File: config.mk
export PLATFORM = sky130hd
export DESIGN_NAME = sysref_period_tracker_flat
export DESIGN_NICKNAME = d
export VERILOG_FILES = /design/src/rtl/sysref_period_tracker_pkg.sv /design/src/rtl/sysref_period_tracker_if.sv /design/src/rtl/sysref_period_tracker_edge_det.sv /design/src/rtl/sysref_period_tracker.sv /design/src/flat_wrapper.sv
export SDC_FILE = /design/constraint.sdc
export NUM_CORES = 1
export LEC_CHECK = 0
export BUFFER_PORTS_ARGS = -buffer_cell sky130_fd_sc_hd__buf_2
export CAP_MARGIN = 20
export CORE_MARGIN = 2
export CORE_UTILIZATION = 61
export CTS_BUF_LIST = sky130_fd_sc_hd__clkbuf_8
export DETAILED_ROUTE_END_ITERATION = 10
export PLACE_DENSITY = 0.9
export SETUP_SLACK_MARGIN = 0.15
export SYNTH_ARGS = -nofsm -noshare
export SYNTH_HDL_FRONTEND = slang
export SYNTH_SLANG_ARGS = --single-unit
File: constraint.sdc
create_clock -name pl_clk -period 2.9 [get_ports pl_clk]
set_clock_uncertainty 0.05 [all_clocks]
set_input_delay 0.58 -clock pl_clk [delete_from_list [all_inputs] [get_ports pl_clk]]
set_output_delay 0.58 -clock pl_clk [all_outputs]
set_load 0.02 [all_outputs]
File: src/rtl/sysref_period_tracker_pkg.sv
// Shared types and constants for the SYSREF period tracker.
package sysref_pkg;

  // Tracker state encoding, also exported on the state port.
  typedef enum logic [1:0] {
    ST_IDLE    = 2'd0,
    ST_SEARCH  = 2'd1,
    ST_ACQUIRE = 2'd2,
    ST_LOCKED  = 2'd3
  } state_e;

  // Width of the saturating early/late edge counter.
  localparam int ERR_W = 8;

endpackage

File: src/rtl/sysref_period_tracker_if.sv
// Control and status bundle between the SYSREF capture side and the tracker.
interface sysref_period_tracker_if
  import sysref_pkg::*;
#(
  parameter int PERIOD_W = 16
);
  logic                sysref_adc;
  logic                en;
  logic                err_clr;
  logic                sysref_edge;
  logic                local_sysref;
  logic                locked;
  state_e              state;
  logic [PERIOD_W-1:0] period_meas;
  logic [ERR_W-1:0]    err_cnt;

  modport master (
    output sysref_adc, en, err_clr,
    input  sysref_edge, local_sysref, locked, state, period_meas, err_cnt
  );

  modport slave (
    input  sysref_adc, en, err_clr,
    output sysref_edge, local_sysref, locked, state, period_meas, err_cnt
  );
endinterface

File: src/rtl/sysref_period_tracker_edge_det.sv
// Rising-edge detector for the captured SYSREF level; a level held high yields one edge.
module sysref_edge_det (
  input  logic pl_clk,
  input  logic pl_rst_n,
  input  logic sysref_adc,
  output logic rise
);
  logic sysref_q;

  // One-cycle delayed copy of the SYSREF level.
  always_ff @(posedge pl_clk or negedge pl_rst_n) begin
    // NOTE: clocked state uses non-blocking assignments so every register samples pre-edge values.
    if (!pl_rst_n) sysref_q <= 1'b0;
    else           sysref_q <= sysref_adc;
  end

  assign rise = sysref_adc & ~sysref_q;
endmodule

File: src/rtl/sysref_period_tracker.sv
// Locks to the periodic PL SYSREF, regenerates a flywheel pulse and reports period and errors.
module sysref_period_tracker
  import sysref_pkg::*;
#(
  parameter int PERIOD_W      = 16,
  parameter int SYSREF_PERIOD = 256,
  parameter int LOCK_COUNT    = 4,
  parameter int MISS_LIMIT    = 2
) (
  input logic                    pl_clk,
  input logic                    pl_rst_n,
  sysref_period_tracker_if.slave bus
);
  localparam logic [PERIOD_W-1:0] WRAP_VAL  = PERIOD_W'(SYSREF_PERIOD - 1);
  localparam int                  GOOD_W    = (LOCK_COUNT > 1) ? $clog2(LOCK_COUNT) : 1;
  localparam int                  MISS_W    = (MISS_LIMIT > 1) ? $clog2(MISS_LIMIT) : 1;
  localparam logic [GOOD_W-1:0]   GOOD_LAST = GOOD_W'(LOCK_COUNT - 1);
  localparam logic [MISS_W-1:0]   MISS_LAST = MISS_W'(MISS_LIMIT - 1);
  localparam logic [ERR_W-1:0]    ERR_MAX   = '1;

  logic                rise;
  logic                wrap;
  logic                err_inc;
  state_e              state_q;
  logic [PERIOD_W-1:0] cnt;
  logic [PERIOD_W-1:0] ivl;
  logic                seen;
  logic [GOOD_W-1:0]   good;
  logic [MISS_W-1:0]   miss;
  logic                edge_q;
  logic                local_q;
  logic                locked_q;
  logic [PERIOD_W-1:0] period_q;
  logic [ERR_W-1:0]    err_q;

  sysref_edge_det u_edge_det (
    .pl_clk     (pl_clk),
    .pl_rst_n   (pl_rst_n),
    .sysref_adc (bus.sysref_adc),
    .rise       (rise)
  );

  // Decode the wrap cycle and whether this cycle's edge counts as early/late.
  always_comb begin
    // NOTE: every always_comb output gets a default first so no path can infer a latch.
    wrap    = 1'b0;
    err_inc = 1'b0;
    wrap    = (cnt == WRAP_VAL);
    err_inc = bus.en && rise && !wrap &&
              ((state_q == ST_ACQUIRE) || (state_q == ST_LOCKED));
  end

  // Tracker FSM with phase/interval counters and registered status outputs.
  always_ff @(posedge pl_clk or negedge pl_rst_n) begin
    if (!pl_rst_n) begin
      state_q  <= ST_IDLE;
      cnt      <= '0;
      ivl      <= '0;
      seen     <= 1'b0;
      good     <= '0;
      miss     <= '0;
      edge_q   <= 1'b0;
      local_q  <= 1'b0;
      locked_q <= 1'b0;
      period_q <= '0;
    end else if (!bus.en) begin
      // Disable wins over any edge: drop back to IDLE and forget the history.
      state_q  <= ST_IDLE;
      cnt      <= '0;
      ivl      <= '0;
      seen     <= 1'b0;
      good     <= '0;
      miss     <= '0;
      edge_q   <= 1'b0;
      local_q  <= 1'b0;
      locked_q <= 1'b0;
      period_q <= '0;
    end else begin
      edge_q  <= rise;
      local_q <= 1'b0;
      cnt     <= wrap ? '0 : cnt + 1'b1;

      // Edge-to-edge interval, armed by the first edge after enable.
      if (state_q != ST_IDLE) begin
        if (rise) begin
          ivl  <= PERIOD_W'(1);
          seen <= 1'b1;
          if (seen) period_q <= ivl;
        end else if (seen && (ivl != '1)) begin
          ivl <= ivl + 1'b1;
        end
      end

      case (state_q)
        ST_IDLE: begin
          state_q <= ST_SEARCH;
          cnt     <= '0;
        end
        ST_SEARCH: begin
          cnt <= '0;
          if (rise) begin
            state_q <= ST_ACQUIRE;
            good    <= '0;
          end
        end
        ST_ACQUIRE: begin
          if (rise) begin
            cnt <= '0;
            if (!wrap) begin
              good <= '0;
            end else if (good == GOOD_LAST) begin
              state_q  <= ST_LOCKED;
              locked_q <= 1'b1;
              good     <= '0;
              miss     <= '0;
            end else begin
              good <= good + 1'b1;
            end
          end else if (wrap) begin
            state_q <= ST_SEARCH;
          end
        end
        ST_LOCKED: begin
          if (rise && wrap) begin
            cnt     <= '0;
            miss    <= '0;
            local_q <= 1'b1;
          end else if (rise) begin
            // Off-time edge: re-qualify the new phase from scratch.
            cnt      <= '0;
            good     <= '0;
            state_q  <= ST_ACQUIRE;
            locked_q <= 1'b0;
          end else if (wrap) begin
            if (miss == MISS_LAST) begin
              state_q  <= ST_SEARCH;
              locked_q <= 1'b0;
              miss     <= '0;
            end else begin
              miss    <= miss + 1'b1;
              local_q <= 1'b1;
            end
          end
        end
        default: state_q <= ST_IDLE;
      endcase
    end
  end

  // Saturating early/late counter; survives disable, clear beats increment.
  always_ff @(posedge pl_clk or negedge pl_rst_n) begin
    if (!pl_rst_n)                       err_q <= '0;
    else if (bus.err_clr)                err_q <= '0;
    else if (err_inc && err_q != ERR_MAX) err_q <= err_q + 1'b1;
  end

  assign bus.sysref_edge  = edge_q;
  assign bus.local_sysref = local_q;
  assign bus.locked       = locked_q;
  assign bus.state        = state_q;
  assign bus.period_meas  = period_q;
  assign bus.err_cnt      = err_q;
endmodule

File: src/flat_wrapper.sv
// flat-port wrapper written by rule: the top's interface ports become plain ports
module sysref_period_tracker_flat import sysref_pkg::*;
#(
  parameter int PERIOD_W      = 16,
  parameter int SYSREF_PERIOD = 256,
  parameter int LOCK_COUNT    = 4,
  parameter int MISS_LIMIT    = 2
)
  (pl_clk, pl_rst_n, bus_sysref_adc, bus_en, bus_err_clr, bus_sysref_edge, bus_local_sysref, bus_locked, bus_state, bus_period_meas, bus_err_cnt);
  sysref_period_tracker_if #(.PERIOD_W(PERIOD_W)) bus_i ();
  input logic pl_clk;
  input logic pl_rst_n;
  input wire logic [$bits(bus_i.sysref_adc)-1:0] bus_sysref_adc;
  input wire logic [$bits(bus_i.en)-1:0] bus_en;
  input wire logic [$bits(bus_i.err_clr)-1:0] bus_err_clr;
  output wire logic [$bits(bus_i.sysref_edge)-1:0] bus_sysref_edge;
  output wire logic [$bits(bus_i.local_sysref)-1:0] bus_local_sysref;
  output wire logic [$bits(bus_i.locked)-1:0] bus_locked;
  output wire logic [$bits(bus_i.state)-1:0] bus_state;
  output wire logic [$bits(bus_i.period_meas)-1:0] bus_period_meas;
  output wire logic [$bits(bus_i.err_cnt)-1:0] bus_err_cnt;
  assign bus_i.sysref_adc = bus_sysref_adc;
  assign bus_i.en = bus_en;
  assign bus_i.err_clr = bus_err_clr;
  assign bus_sysref_edge = bus_i.sysref_edge;
  assign bus_local_sysref = bus_i.local_sysref;
  assign bus_locked = bus_i.locked;
  assign bus_state = bus_i.state;
  assign bus_period_meas = bus_i.period_meas;
  assign bus_err_cnt = bus_i.err_cnt;
  sysref_period_tracker #(.PERIOD_W(PERIOD_W), .SYSREF_PERIOD(SYSREF_PERIOD), .LOCK_COUNT(LOCK_COUNT), .MISS_LIMIT(MISS_LIMIT)) u_core (.pl_clk(pl_clk), .pl_rst_n(pl_rst_n), .bus(bus_i));
endmodule
==> flow_summary.toml <==
[status]
status = "finished, final reports clean"

[route]
first_pass_iters = 4
wl_per_cell_um = 14.5
top_layer_used = "met4"
m1WireLength_mm = 2.65
wl_met2_mm = 3.02
via_per_inst = 5.84
drtIter0Drc = 131
ant_nets = 0
drc = 0
finalWirelength_mm = 6.15
dr_wl_met3_um = 261
vias = 2471

[sta]
tightest_slew_ps = 967
hold_viol_final = 0
max_freq_mhz = 431
post-route-period-util = 0.800
maxSlewViolCount = 0
finalCriticalPeriod_ps = 2320
setup_violations = 0
fin_tns_setup_ps = 0
relSlewSlack = 0.352
rsz0062_at_grt = "no"
setup_ws_ps = 581

[finish]
final_cell_mix = "dfrtp_1, nor2_1, buf_2, nand2_1, xnor2_1"
diodes = 0
nFillCells = 388
finalInstanceArea_um2 = 3560
mostFrequentLayoutCell = "dfrtp_1"
area_growth_syn_to_layout_pct = 11.5
final_layout_size_suffix_gt1_frac = 0.167
finalNetCount = 358

[floorplan]
ios = 34
die_h_um = 76.3
die_w_um = 76.3
start_util = 0.628
row_count = 26
die_area_um2 = 5820
coreArea_um2 = 5070

[clock_tree]
htree_levels = 3
post_cts_buffers = 0
clk_pin_slew_ps = 70
root_buffer = "clkbuf_8"
ctsHoldBuffers = 0
clock_sinks = 66
clock_latency_ps = 340
cts_made_buffers = 9
clock_path_buffers = 2
cts_tree = "done"
ctsResizeCount = 0

[min_path]
hp-class = "input pin to async pin"

[critical_path]
crit_type = "flop to flop"
cp_data_required_time_ps = 3120
worstSetupStartpointType = "flop"
crit_path_max_fanout = 15
end_kind = "flop"
crit_arrival_ps = 2540

[pwr]
design_power_total_mw = 1.66
leakage_nw = 1.66
ir_worst_vdd_mv = 0.348
p_per_area_nw_per_um2 = 468

[grt]
grt_max_degree = 41
grt_pass1_vias = 2461
overflow = 0
grt_pass1_wl_mm = 10.7
grt_usage = 0.234
antenna_found_initial = 0

[synth]
synthFlopType = "dfrtp_1"
ys_ff_latch = 66
synthCells = 314
syn_nets = 323
seq_area_frac_synth = 0.518
synth_edf_count = 0
syn_area_um2 = 3190
postSynth.asyncResetShare = 1.00
ys_types = 50
yosys_warnings = 0
postSynthAreaPerCell_um2 = 10.2

[placed_design]
dp_hpwl_mm = 4.41
pre_cts_slack_ps = 521
dpl_cell_area_um2 = 3400
io_buffers = 33
place.gp.congestion = 0.874

[flow_run]
cap_violations = 0
## cells in the mapped netlist (4+ instances only)
| cell | count | share of area |
|---|---|---|
| a21oi_1 | 14 | 0.022 |
| a22o_1 | 19 | 0.052 |
| and3_1 | 6 | 0.012 |
| clkbuf_1 | 6 | 0.0071 |
| dfrtp_1 | 66 | 0.52 |
| ha_1 | 4 | 0.016 |
| inv_1 | 5 | 0.0059 |
| nand2_1 | 20 | 0.024 |
| nand3_1 | 16 | 0.025 |
| nand4_1 | 8 | 0.016 |
| nor2_1 | 46 | 0.054 |
| nor3_1 | 7 | 0.011 |
| nor4_1 | 4 | 0.0078 |
| o21ai_0 | 8 | 0.013 |
| o21ai_1 | 4 | 0.0063 |
| xnor2_1 | 20 | 0.055 |
| xor2_1 | 8 | 0.022 |
## sequential cells by signal, summed over array words and instances (netlist names)
signal,cells
u_core.bus.locked,1
u_core.u_edge_det.sysref_q,1
u_core.bus.err_cnt,8
u_core.bus.sysref_edge,1
u_core.bus.period_meas,16
u_core.good,2
u_core.bus.state,2
u_core.bus.local_sysref,1
u_core.cnt,16
u_core.ivl,16
u_core.seen,1
u_core.miss,1
## power breakdown
group          switching, mW  internal [mW]  total (mW)  leakage (nW)
clock                  0.323          0.292       0.615        0.0910
sequential            0.0171          0.932       0.949         0.914
combinational         0.0727         0.0272      0.0998         0.655
## worst max-delay path: stages (launching register included)
cell and delay (ps):
dfrtp_1 440, or4_4 550, nor4_4 660, o21ai_1 170, a22o_1 230, a21oi_1 140
## routing by layer
layer,up-vias,track usage
met5,-,0
li1,1202,-
met3,23,0.0604
met4,0,0.142
met2,71,0.391
met1,1175,0.270
## per-stage QoR
stage	cells	hold WS (ps)	util
floorplan	314	234	-
global placement	407	420	0.669
detailed placement	407	435	0.669
CTS	422	314	0.699
global route	423	330	0.701
finish	423	288	0.701
## logic make-up after synthesis
kind of cell,after synthesis,share of synthesized area
buffers and inverters,19,0.0282
adder cells (fa/ha/maj),4,0.0157
multiplexers,1,0.00353
AO/OA/AOI/OAI,64,0.142
AND/OR/NAND/NOR,132,0.215
flip-flops,66,0.518
XOR/XNOR,28,0.0769
## final timing paths
path                                               from                                   end  slack [ps]  depth (start not counted)
worst min register to register  u_core.cnt[0]$_DFF_PN0_               u_core.cnt[0]$_DFF_PN0_         440                          1
worst min-delay path                           pl_rst_n             u_core.ivl[7]$_DFFE_PN0P_         290                          1
worst max register to register  u_core.cnt[8]$_DFF_PN0_       u_core.bus.state[0]$_DFFE_PN0P_         580                          5
max in group asynchronous                      pl_rst_n               u_core.cnt[9]$_DFF_PN0_        1780                          2
worst max-delay path            u_core.cnt[8]$_DFF_PN0_       u_core.bus.state[0]$_DFFE_PN0P_         580                          5
min in group pl_clk                      bus_sysref_adc  u_core.u_edge_det.sysref_q$_DFF_PN0_         330                          1
## final cells by class
type,instances,area (um2),share of cell area
sequential,66,1650,0.464
multi-input combinational,229,1450,0.407
timing repair buffer,37,195,0.0549
clock buffer,9,124,0.0348
tap,70,87.6,0.0246
clock inverter,6,27.5,0.00774
inverter,6,22.5,0.00633
Note: power is estimated with default switching activity, not from simulation.
